--- src/rtl/rs232_pkg.sv ---
// Shared definitions for the RS-232 transmitter and receiver.
// Honours macro RS232_XMTR_PARITY_EN, which adds an even-parity bit to each frame.
package rs232_pkg;

  localparam int RS232_DATA_BITS = 8;
`ifdef RS232_XMTR_PARITY_EN
  localparam int RS232_FRAME_BITS = 11;
`else
  localparam int RS232_FRAME_BITS = 10;
`endif

  // 25 MHz system clock: 19200 baud and 115200 baud.
  localparam int RS232_SLOW_DIV = 1302;
  localparam int RS232_FAST_DIV = 217;

  typedef enum logic [2:0] {
    IDLE,
    START,
    DATA,
`ifdef RS232_XMTR_PARITY_EN
    PARITY,
`endif
    STOP
  } tx_state_t;

  // Larger of the two divisors; sizes the shared baud counter.
  function automatic int max_div(input int a, input int b);
    return (a > b) ? a : b;
  endfunction

endpackage

--- src/rtl/rs232_baud_tick.sv ---
// Bit-time generator: counts 0..DIV-1 using one of two divisors and pulses
// tick on the last count. clear holds the count at 0 so the first bit time
// after release is a full DIV clocks. Shared by transmitter and receiver.
module rs232_baud_tick
  import rs232_pkg::*;
#(
  parameter int SLOW_DIV = RS232_SLOW_DIV,
  parameter int FAST_DIV = RS232_FAST_DIV
) (
  input  logic clk,
  input  logic rst,
  input  logic clear,
  input  logic sel,
  output logic tick
);

  localparam int CNT_W = $clog2(max_div(SLOW_DIV, FAST_DIV));
  localparam logic [CNT_W-1:0] SLOW_LAST = CNT_W'(SLOW_DIV - 1);
  localparam logic [CNT_W-1:0] FAST_LAST = CNT_W'(FAST_DIV - 1);

  logic [CNT_W-1:0] cnt;
  logic [CNT_W-1:0] last;

  assign last = sel ? FAST_LAST : SLOW_LAST;
  assign tick = (cnt == last);

  // Free-running divider, restarted by clear and wrapped at the last count.
  // NOTE: sequential state uses non-blocking assignments so every register
  // samples the pre-edge values of the others, regardless of block order.
  always_ff @(posedge clk or posedge rst) begin
    if (rst) begin
      cnt <= '0;
    end else if (clear || tick) begin
      cnt <= '0;
    end else begin
      cnt <= cnt + 1'b1;
    end
  end

endmodule

--- src/rtl/rs232_xmtr.sv ---
// RS-232 transmitter: one byte per start strobe, sent LSB first as an
// asynchronous 8N1 frame on txd. fsel picks the bit divisor at frame start.
// Macro RS232_XMTR_PARITY_EN inserts an even-parity bit before the stop bit.
module rs232_xmtr
  import rs232_pkg::*;
#(
  parameter int SLOW_DIV = RS232_SLOW_DIV,
  parameter int FAST_DIV = RS232_FAST_DIV
) (
  input  logic       clk,
  input  logic       rst,
  input  logic       fsel,
  input  logic       start,
  input  logic [7:0] data,
  output logic       rdy,
  output logic       txd
);

  tx_state_t  state;
  logic [7:0] shreg;
  logic [2:0] bit_cnt;
  logic       div_sel;
  logic       tick;
  logic       baud_clear;
`ifdef RS232_XMTR_PARITY_EN
  logic       parity_q;
`endif

  // The divider idles at zero, so the start bit is a full bit time long.
  assign baud_clear = (state == IDLE);

  rs232_baud_tick #(
    .SLOW_DIV(SLOW_DIV),
    .FAST_DIV(FAST_DIV)
  ) u_baud (
    .clk  (clk),
    .rst  (rst),
    .clear(baud_clear),
    .sel  (div_sel),
    .tick (tick)
  );

  // Frame sequencer; txd and rdy are registered so the line never glitches.
  always_ff @(posedge clk or posedge rst) begin
    if (rst) begin
      state    <= IDLE;
      shreg    <= '0;
      bit_cnt  <= '0;
      div_sel  <= 1'b0;
      rdy      <= 1'b1;
      txd      <= 1'b1;
`ifdef RS232_XMTR_PARITY_EN
      parity_q <= 1'b0;
`endif
    end else begin
      case (state)
        IDLE: begin
          if (start) begin
            shreg    <= data;
            div_sel  <= fsel;
            bit_cnt  <= '0;
`ifdef RS232_XMTR_PARITY_EN
            parity_q <= ^data;
`endif
            state    <= START;
            rdy      <= 1'b0;
            txd      <= 1'b0;
          end
        end
        START: begin
          if (tick) begin
            state <= DATA;
            txd   <= shreg[0];
          end
        end
        DATA: begin
          if (tick) begin
            if (bit_cnt == 3'd7) begin
`ifdef RS232_XMTR_PARITY_EN
              state <= PARITY;
              txd   <= parity_q;
`else
              state <= STOP;
              txd   <= 1'b1;
`endif
            end else begin
              shreg   <= shreg >> 1;
              txd     <= shreg[1];
              bit_cnt <= bit_cnt + 3'd1;
            end
          end
        end
`ifdef RS232_XMTR_PARITY_EN
        PARITY: begin
          if (tick) begin
            state <= STOP;
            txd   <= 1'b1;
          end
        end
`endif
        STOP: begin
          if (tick) begin
            state <= IDLE;
            rdy   <= 1'b1;
          end
        end
        default: begin
          state <= IDLE;
          rdy   <= 1'b1;
          txd   <= 1'b1;
        end
      endcase
    end
  end

endmodule

--- config.mk ---
export PLATFORM = sky130hd
export DESIGN_NAME = rs232_xmtr
export DESIGN_NICKNAME = d
export VERILOG_FILES = /design/src/rtl/rs232_pkg.sv /design/src/rtl/rs232_baud_tick.sv /design/src/rtl/rs232_xmtr.sv
export SDC_FILE = /design/constraint.sdc
export NUM_CORES = 1
export LEC_CHECK = 0
export ABC_AREA = 1
export CORE_UTILIZATION = 56
export CTS_BUF_LIST = sky130_fd_sc_hd__clkbuf_16
export DETAILED_ROUTE_END_ITERATION = 7
export PLACE_DENSITY = 0.78
export SLEW_MARGIN = 10
export SYNTH_ARGS = -nofsm -noshare
export SYNTH_HDL_FRONTEND = slang
export SYNTH_SLANG_ARGS = --single-unit
--- constraint.sdc ---
create_clock -name clk -period 2.2 [get_ports clk]
set_clock_uncertainty 0.1 [all_clocks]
set_input_delay 0.55 -clock clk [delete_from_list [all_inputs] [get_ports clk]]
set_output_delay 0.55 -clock clk [all_outputs]
set_load 0.03 [all_outputs]
==> results.rst, run 1 <==
.. list-table::
   :header-rows: 1

   * - Metric
     - Value
   * - Startpoint of the worst-slack reg-to-reg timing path
     - state[0]
   * - Setup repair after global routing missed its margin
     - no
   * - Req. time, crit path
     - about 1.6 ns
   * - Cell with the largest stage delay on the worst path
     - sky130_fd_sc_hd__clkdlybuf4s50_1
   * - Fmax
     - 0.473 GHz
   * - Clk Latency, worst-skew pair
     - 0.27 ns
   * - Cell count of the worst hold path
     - 2
   * - Power density normalized to cell area
     - 1260 nW/um2
   * - Internal reg-to-reg setup slack
     - just under 0.3 ns
   * - Syn-to-layout area delta
     - 16.1%
   * - Max transition margin
     - around 74%
   * - Max Cap Violations
     - 0
   * - Post-route DRC
     - 0
   * - Number of synthesized register bits
     - 27
   * - Effective utilization at floorplan
     - between 60% and 70%
   * - Largest fanout on the critical path
     - 2
   * - Wire per inst
     - ~13 um
   * - Port-buffer cells
     - 13
   * - Sequential element share of the synthesized area
     - between 40% and 50%
   * - Cell area after technology mapping
     - approximately 1500 um2
   * - Root Driver
     - sky130_fd_sc_hd__clkbuf_16
   * - Chip Width
     - 54.5 um
   * - Depth of the worst register-to-register path
     - 9
   * - Worst Tran Pin Value
     - slightly below 0.4 ns
   * - Vias in the first global route
     - approximately 1200
   * - DRT iter0 DRCs
     - 33
   * - Total die area
     - between 2000 and 3000 um2
   * - Unique masters post-synth
     - 27
   * - RD Place Congestion
     - 0.822
   * - Hold path start
     - txd
   * - Pre-Repair DR Iteration Count
     - 4
   * - Row cnt
     - 18
   * - Average size of a mapped cell
     - 7.79 um2
   * - Total area of multi-input combinational cells
     - 757 um2
   * - Clock edge transition at the registers on the reported setup and hold paths
     - 0.07 ns
   * - Final period util
     - 96.1%
   * - Cell count after synthesis
     - between 150 and 200
   * - Detailed-route wire length
     - approximately 3000 um
   * - Final Setup Violations
     - 0
   * - Global-route total usage across every layer
     - 24.5%
   * - Initial antenna violation count
     - 0
   * - Fin crit period
     - roughly 2.1 ns
   * - Final Hold Fails
     - 0
   * - Total I/O pin count
     - 14
   * - Share of flip-flops with an asynchronous set or reset after synthesis
     - 100%
   * - Number of enable-type register cells in the synthesized netlist
     - 0
   * - Number of nets in the finished design
     - around 240
   * - Path type of the worst setup path
     - reg -> out
   * - Clock tree from TritonCTS
     - yes
   * - Post-CTS setup buffers
     - 0
   * - Type of the most critical hold path
     - reg -> reg
   * - Yosys warning count
     - 0
   * - Maximum buffer depth of the clock tree
     - 2
   * - Fillers
     - 207
   * - Worst reg2reg path endpoint
     - shreg[0]
   * - Worst Setup Start Kind
     - flop
   * - Maximum VDD drop
     - ~0.85 mV
   * - Buffers plus inverters on the worst setup path
     - 1
   * - Synthesized net count
     - about 220
   * - Ratio of cells with drive above 1 in the final layout
     - between 10% and 20%
   * - Pin count of the biggest net entering global routing
     - 28
   * - Global-route wire length before repair
     - 5000 um
   * - Post-detailed-route via-to-cell ratio
     - approximately 5.3
   * - Most used flip-flop cell after synthesis
     - sky130_fd_sc_hd__dfrtp_1
   * - Max stage delay on crit path
     - roughly 0.66 ns
   * - Status
     - finished, final reports clean
   * - Flip-flop and latch area
     - approximately 680 um2
   * - Routed vias
     - 1309
   * - Overall power consumption
     - 2.26 mW
   * - Number of cells after detailed placement
     - 241
   * - Critical-path cell list
     - clkdlybuf4s50_1
   * - Post-CTS Resized
     - 0
   * - Final sum of negative setup slack
     - 0 ns
   * - Static Leakage
     - 0.908 nW
   * - Critical Path End Type
     - primary output
   * - Detailed-placement wirelength estimate
     - 2340 um
   * - CORE AREA
     - around 2500 um2
   * - Die Ht
     - 54.5 um
   * - Final Max Tran Viols
     - 0
   * - Number of clock buffers inserted by TritonCTS
     - 3
   * - Level count of the clock H-tree
     - 1
   * - Hold buffer count at cts
     - 0
   * - Data arrival time of the critical path
     - 1.46 ns
   * - Critical path's top delay family
     - buffers and inverters
   * - Number of antenna diodes
     - 0
   * - Final ANT Viol Nets
     - 0
   * - Filler-free cell count of the finished design
     - between 200 and 250
   * - Hold worst-path end
     - txd
   * - Clock sink count
     - 27
   * - GRT Residual Overflow
     - 0
[cells in the mapped netlist, types with 2 or more instances]
master	instances	area share [%]
sky130_fd_sc_hd__nand2_1	65	16
sky130_fd_sc_hd__dfrtp_1	25	41
sky130_fd_sc_hd__inv_1	17	4.1
sky130_fd_sc_hd__nand3_1	17	5.5
sky130_fd_sc_hd__nor2_1	17	4.1
sky130_fd_sc_hd__a21oi_1	9	2.9
sky130_fd_sc_hd__ha_1	8	6.5
sky130_fd_sc_hd__nor3_1	7	2.3
sky130_fd_sc_hd__nand2_2	4	1.6
sky130_fd_sc_hd__nand4_1	4	1.6
sky130_fd_sc_hd__nor3b_1	3	1.5
sky130_fd_sc_hd__o21ai_0	3	0.97
sky130_fd_sc_hd__buf_6	2	1.5
sky130_fd_sc_hd__dfstp_2	2	3.4
sky130_fd_sc_hd__inv_2	2	0.49
sky130_fd_sc_hd__nand2_4	2	1.5
[cell type report]
type / instances / area share, %
well taps: 30 / 2.09
flip-flops and latches: 27 / 37.8
inverters: 20 / 4.26
multi-input cells: 147 / 42.2
clock inverters: 1 / 0.419
repair buffers: 17 / 8.94
clock buffers: 3 / 4.19
[cells by family (layout without fill, tap and decap cells)]
group           count (synthesis)  in the layout  synth area share, %
flops                          27             27                 44.0
xor+xnor                        1              1                0.568
simple gates                  124            124                 37.0
compound gates                 14             14                 5.03
buf+inv                        24             41                 6.97
fa+ha+maj                       8              8                 6.49
[state kept, by name (all words and copies together), names as in the netlist]
| name | flops |
|---|---|
| u_baud.cnt | 11 |
| shreg | 8 |
| bit_cnt | 3 |
| state | 2 |
| div_sel | 1 |
| rdy | 1 |
| txd | 1 |
[power by group]
part           internal (mW)  switching (mW)  leakage, nW
sequential             0.672           0.126        0.347
clock                  0.248           0.179       0.0371
combinational          0.382           0.654        0.524
total                   1.30           0.959        0.908
[cell usage in the layout, fill, tap and decap left out, types with 2 or more instances in the layout]
| cell type | netlist | final |
|---|---|---|
| sky130_fd_sc_hd__a21oi_1 | 9 | 9 |
| sky130_fd_sc_hd__buf_4 | 0 | 4 |
| sky130_fd_sc_hd__clkbuf_16 | 0 | 3 |
| sky130_fd_sc_hd__clkdlybuf4s50_1 | 0 | 13 |
| sky130_fd_sc_hd__dfrtp_1 | 25 | 25 |
| sky130_fd_sc_hd__dfstp_2 | 2 | 2 |
| sky130_fd_sc_hd__ha_1 | 8 | 8 |
| sky130_fd_sc_hd__inv_1 | 17 | 17 |
| sky130_fd_sc_hd__inv_2 | 2 | 2 |
| sky130_fd_sc_hd__nand2_1 | 65 | 65 |
| sky130_fd_sc_hd__nand2_2 | 4 | 4 |
| sky130_fd_sc_hd__nand2_4 | 2 | 2 |
| sky130_fd_sc_hd__nand3_1 | 17 | 17 |
| sky130_fd_sc_hd__nand4_1 | 4 | 4 |
| sky130_fd_sc_hd__nor2_1 | 17 | 17 |
| sky130_fd_sc_hd__nor3_1 | 7 | 7 |
| sky130_fd_sc_hd__nor3b_1 | 3 | 3 |
| sky130_fd_sc_hd__o21ai_0 | 3 | 3 |
[routing by layer]
metal  wire length (um)  vias up  track usage (%)  share of wire [%]
met5                  0        -                0                  0
met3                 81        5             5.83                2.6
met1               1480      616             33.3                 48
met4                 51        0             10.3                1.7
li1                   -      668                -                  -
met2               1470       20             37.0                 48
[worst max-delay path by stage]
stage / from / end / cells after the start
after global routing: rdy / rdy / 1
after floorplan: state[0] / state[0] / 7
after CTS: rdy / rdy / 1
final: rdy / rdy / 1
after detailed placement: start / shreg[0] / 7
after global placement: start / bit_cnt[0] / 7
[metrics by stage]
| step | util (%) | setup slack [ns] | area [um2] | hold WS (ns) |
|---|---|---|---|---|
| after CTS | 70.4 | 0.0790 | 1790 | 0.369 |
| after global placement | 67.2 | 0.136 | 1710 | 0.354 |
| after global routing | 70.4 | 0.0416 | 1790 | 0.391 |
| after detailed placement | 67.2 | 0.106 | 1710 | 0.359 |
| final | 70.4 | 0.0859 | 1790 | 0.366 |
| after floorplan | - | 0.549 | 1540 | 0.342 |
Note: power is estimated with default switching activity, not from simulation.
==> run 2: changes to the inputs <==
--- a/config.mk
+++ b/config.mk
@@ -5,12 +5,11 @@
 export SDC_FILE = /design/constraint.sdc
 export NUM_CORES = 1
 export LEC_CHECK = 0
-export ABC_AREA = 1
 export CORE_UTILIZATION = 56
 export CTS_BUF_LIST = sky130_fd_sc_hd__clkbuf_16
 export DETAILED_ROUTE_END_ITERATION = 7
 export PLACE_DENSITY = 0.78
-export SLEW_MARGIN = 10
+export SLEW_MARGIN = 20
 export SYNTH_ARGS = -nofsm -noshare
 export SYNTH_HDL_FRONTEND = slang
 export SYNTH_SLANG_ARGS = --single-unit
==> results.rst, run 2 <==
.. list-table::
   :header-rows: 1

   * - Metric
     - Value
   * - CORE AREA
     - 2480 um2 (-2.7%)
   * - Final period util
     - 95.6% (-0.46 points)
   * - Maximum VDD drop
     - 0.742 mV (-12%)
   * - Worst Setup Start Kind
     - flop
   * - Max Cap Violations
     - 0 (unchanged)
   * - Hold buffer count at cts
     - 0 (unchanged)
   * - Commonest cells after routing, fill and taps aside
     - 26 x sky130_fd_sc_hd__nor2_1, 25 x sky130_fd_sc_hd__dfrtp_1, 13 x sky130_fd_sc_hd__clkdlybuf4s50_1
   * - Placement Cell Area
     - 1630 um2 (-4.8%)
   * - Level count of the clock H-tree
     - 1 (unchanged)
   * - Compound-Gate Fraction of Synth Area
     - 12.0% (+6.9 points)
   * - Startpoint of the worst-slack reg-to-reg timing path
     - u_baud.cnt[5]
   * - Number of synthesized register bits
     - 27 (unchanged)
   * - Total I/O pin count
     - 14 (unchanged)
   * - Finished Cell Area
     - 1710 um2 (-4.7%)
   * - Post-route DRC
     - 0 (unchanged)
   * - Yosys warning count
     - 0 (unchanged)
   * - Buffers plus inverters on the worst setup path
     - 1 (unchanged)
   * - Number of clock buffers inserted by TritonCTS
     - 3 (unchanged)
   * - Met2 layer usage reported by global route
     - 40.1% (+3.1 points)
   * - Largest fanout on the critical path
     - 2 (unchanged)
   * - Critical Path End Type
     - primary output
   * - Synth top area cells
     - sky130_fd_sc_hd__dfrtp_1 43%, sky130_fd_sc_hd__ha_1 6.8%, sky130_fd_sc_hd__nor2_1 6.7%
   * - Post-CTS setup buffers
     - 0 (unchanged)
   * - Post-synthesis share of cell area spent on and, or, nand and nor gates
     - 20.7% (-16 points)
   * - Data arrival time of the critical path
     - 1.45 ns (about the same)
   * - Max stage delay on crit path
     - 0.67 ns (about the same)
   * - Clock edge transition at the registers on the reported setup and hold paths
     - 0.06 ns (about the same)
   * - Number of nets in the finished design
     - 189 (-20%)
   * - Share of flip-flops with an asynchronous set or reset after synthesis
     - 100% (unchanged)
   * - Die Ht
     - 53.2 um (-2.5%)
   * - Final Setup Violations
     - 0 (unchanged)
   * - Req. time, crit path
     - 1.55 ns (about the same)
   * - Synthesized net count
     - 172 (-21%)
   * - Hold path start
     - rdy
   * - Final sum of negative setup slack
     - 0 ns (unchanged)
   * - Leading post-synthesis cells by instance count
     - 26 x sky130_fd_sc_hd__nor2_1, 25 x sky130_fd_sc_hd__dfrtp_1, 11 x sky130_fd_sc_hd__inv_1
   * - Chip Width
     - 53.2 um (-2.5%)
   * - Post-synth top area share
     - 42.7% (+2.1 points)
   * - Post-CTS Resized
     - 0 (unchanged)
   * - Setup repair after global routing missed its margin
     - no
   * - Hold worst-path end
     - rdy
   * - Met1 track utilization from global routing
     - 29.4% (-3.9 points)
   * - Syn-to-layout area delta
     - 16.5%
   * - Worst setup slack after placement
     - 0.106 ns (-0.000261 ns)
   * - Clock sink count
     - 27 (unchanged)
   * - Final ANT Viol Nets
     - 0 (unchanged)
   * - Type of the most critical hold path
     - reg -> reg
   * - Row cnt
     - 18 (unchanged)
   * - Main combinational cell family by area after synthesis
     - simple AND/OR/NAND/NOR gates
   * - Ratio of cells with drive above 1 in the final layout
     - 10.7% (-0.45 points)
   * - Critical-path cell list
     - clkdlybuf4s50_1
   * - Fmax
     - 0.475 GHz (+0.49%)
   * - Total die area
     - 2820 um2 (-4.8%)
   * - Most used routing layer
     - met2
   * - Cell count after synthesis
     - 152 (-23%)
   * - Most common cell in the netlist
     - sky130_fd_sc_hd__nor2_1
   * - Global-route wire length before repair
     - 4760 um (-4.8%)
   * - Cell with the largest stage delay on the worst path
     - sky130_fd_sc_hd__clkdlybuf4s50_1
   * - Clock tree from TritonCTS
     - yes
   * - Unique masters post-synth
     - 40 (+48%)
   * - Initial antenna violation count
     - 0 (unchanged)
   * - Most frequent standard cell in the layout excluding fill and tap cells
     - sky130_fd_sc_hd__nor2_1
   * - Adder and majority gate portion of the synthesized area
     - 6.83% (+0.34 points)
   * - Pin count of the biggest net entering global routing
     - 28 (unchanged)
   * - Cell count of the worst hold path
     - 1 (-1)
   * - Worst reg2reg path endpoint
     - state[1]
   * - Fin crit period
     - 2.10 ns (-0.0102 ns)
   * - Sequential element share of the synthesized area
     - 46.3% (+2.3 points)
   * - Fillers
     - 195 (-5.8%)
   * - Worst Tran Pin Value
     - 0.397 ns (+0.00508 ns)
   * - Most used flip-flop cell after synthesis
     - sky130_fd_sc_hd__dfrtp_1
   * - Wire per inst
     - 14.6 um (+16%)
   * - Depth of the worst register-to-register path
     - 5 (-4)
   * - DRT iter0 DRCs
     - 34 (+3.0%)
   * - Cell area after technology mapping
     - 1470 um2 (-5.0%)
   * - Detailed-placement wirelength estimate
     - 2080 um (-11%)
   * - Mux cell area share after synthesis
     - 4.18% (+4.2 points)
   * - Synthesized-area fraction occupied by xor and xnor cells
     - 5.38% (+4.8 points)
   * - Power density normalized to cell area
     - 1190 nW/um2 (-5.3%)
   * - Status
     - finished, final reports clean
   * - Vias in the first global route
     - 1125 (-3.1%)
   * - Routed vias
     - 1108 (-15%)
   * - Effective utilization at floorplan
     - 59.1% (-1.5 points)
   * - Pre-Repair DR Iteration Count
     - 4 (unchanged)
   * - Most flops, register
     - u_baud.cnt
   * - Synth area leader
     - sky130_fd_sc_hd__dfrtp_1
   * - Post-detailed-route via-to-cell ratio
     - 5.60 (+4.7%)
   * - Least setup slack across all paths after layout
     - 0.0961 ns (+0.0102 ns)
   * - Max transition margin
     - 73.5% (-0.38 points)
   * - Global-route total usage across every layer
     - 23.5% (-0.95 points)
   * - Detailed-route wire length
     - 2900 um (-6.2%)
   * - Critical path's top delay family
     - buffers and inverters
   * - Number of flip-flops under the largest register name
     - 11 (unchanged)
   * - RD Place Congestion
     - 0.855 (+3.9%)
   * - Internal reg-to-reg setup slack
     - 0.12 ns (-0.17 ns)
   * - Final Hold Fails
     - 0 (unchanged)
   * - Final Max Tran Viols
     - 0 (unchanged)
   * - Average size of a mapped cell
     - 9.64 um2 (+24%)
   * - Number of antenna diodes
     - 0 (unchanged)
   * - Maximum buffer depth of the clock tree
     - 2 (unchanged)
   * - Registers with the most flip-flops
     - u_baud.cnt: 11 flops, shreg: 8 flops, bit_cnt: 3 flops
   * - Clk Latency, worst-skew pair
     - 0.26 ns (about the same)
   * - Number of enable-type register cells in the synthesized netlist
     - 0 (unchanged)
   * - Global routing usage on met3
     - 2.59% (-3.2 points)
   * - Port-buffer cells
     - 13 (unchanged)
   * - Path type of the worst setup path
     - reg -> out
   * - Root Driver
     - sky130_fd_sc_hd__clkbuf_16
   * - Static Leakage
     - 0.774 nW (-15%)
   * - GRT Residual Overflow
     - 0 (unchanged)
[run 2: cell families after synthesis]
| kind of cell | Yosys count |
|---|---|
| simple gates | 60 |
| compound gates | 28 |
| flops | 27 |
| buf+inv | 15 |
| xor+xnor | 9 |
| fa+ha+maj | 8 |
| mux | 5 |
[run 2: routing by layer]
metal,up-vias,routed length (um)
met5,-,0
met4,0,26
met3,4,57
met2,14,1450
met1,534,1360
li1,556,-
[run 2: power breakdown]
group	total [mW]	switching [mW]	internal, mW	leakage, nW
sequential	0.811	0.142	0.669	0.336
clock	0.405	0.162	0.243	0.0423
combinational	0.822	0.424	0.398	0.396
total	2.04	0.728	1.31	0.774
[run 2: area by class of cell]
class	instances	area, um2	share of cell area, %
Multi-Input combinational cell	110	718	42.1
Sequential cell	27	678	39.7
Timing Repair Buffer	16	153	8.94
Clock buffer	3	75.1	4.40
Inverter	11	41.3	2.42
Tap cell	30	37.5	2.20
Clock inverter	1	3.75	0.220
[run 2: worst max path at each step]
stage                        startpoint  endpoint  slack [ns]  depth (start not counted)
after floorplan           u_baud.cnt[1]  state[1]        0.28                          5
after global placement            start  shreg[2]        0.16                          5
after detailed placement          start  shreg[1]        0.11                          5
after CTS                           txd       txd        0.09                          1
after global routing      u_baud.cnt[5]  shreg[5]        0.06                          6
final                               txd       txd         0.1                          1
[run 2: metrics by stage]
step | std cells | power, mW | utilization [%] | hold slack [ns]
2_1_floorplan | 152 | 1.43 | - | 0.354
4_1_cts | 198 | 2.05 | 68.9 | 0.386
3_3_place_gp | 194 | 1.60 | 65.7 | 0.374
3_5_place_dp | 194 | 1.64 | 65.7 | 0.376
5_1_grt | 198 | 2.19 | 68.9 | 0.408
6_report | 198 | 2.04 | 68.9 | 0.387
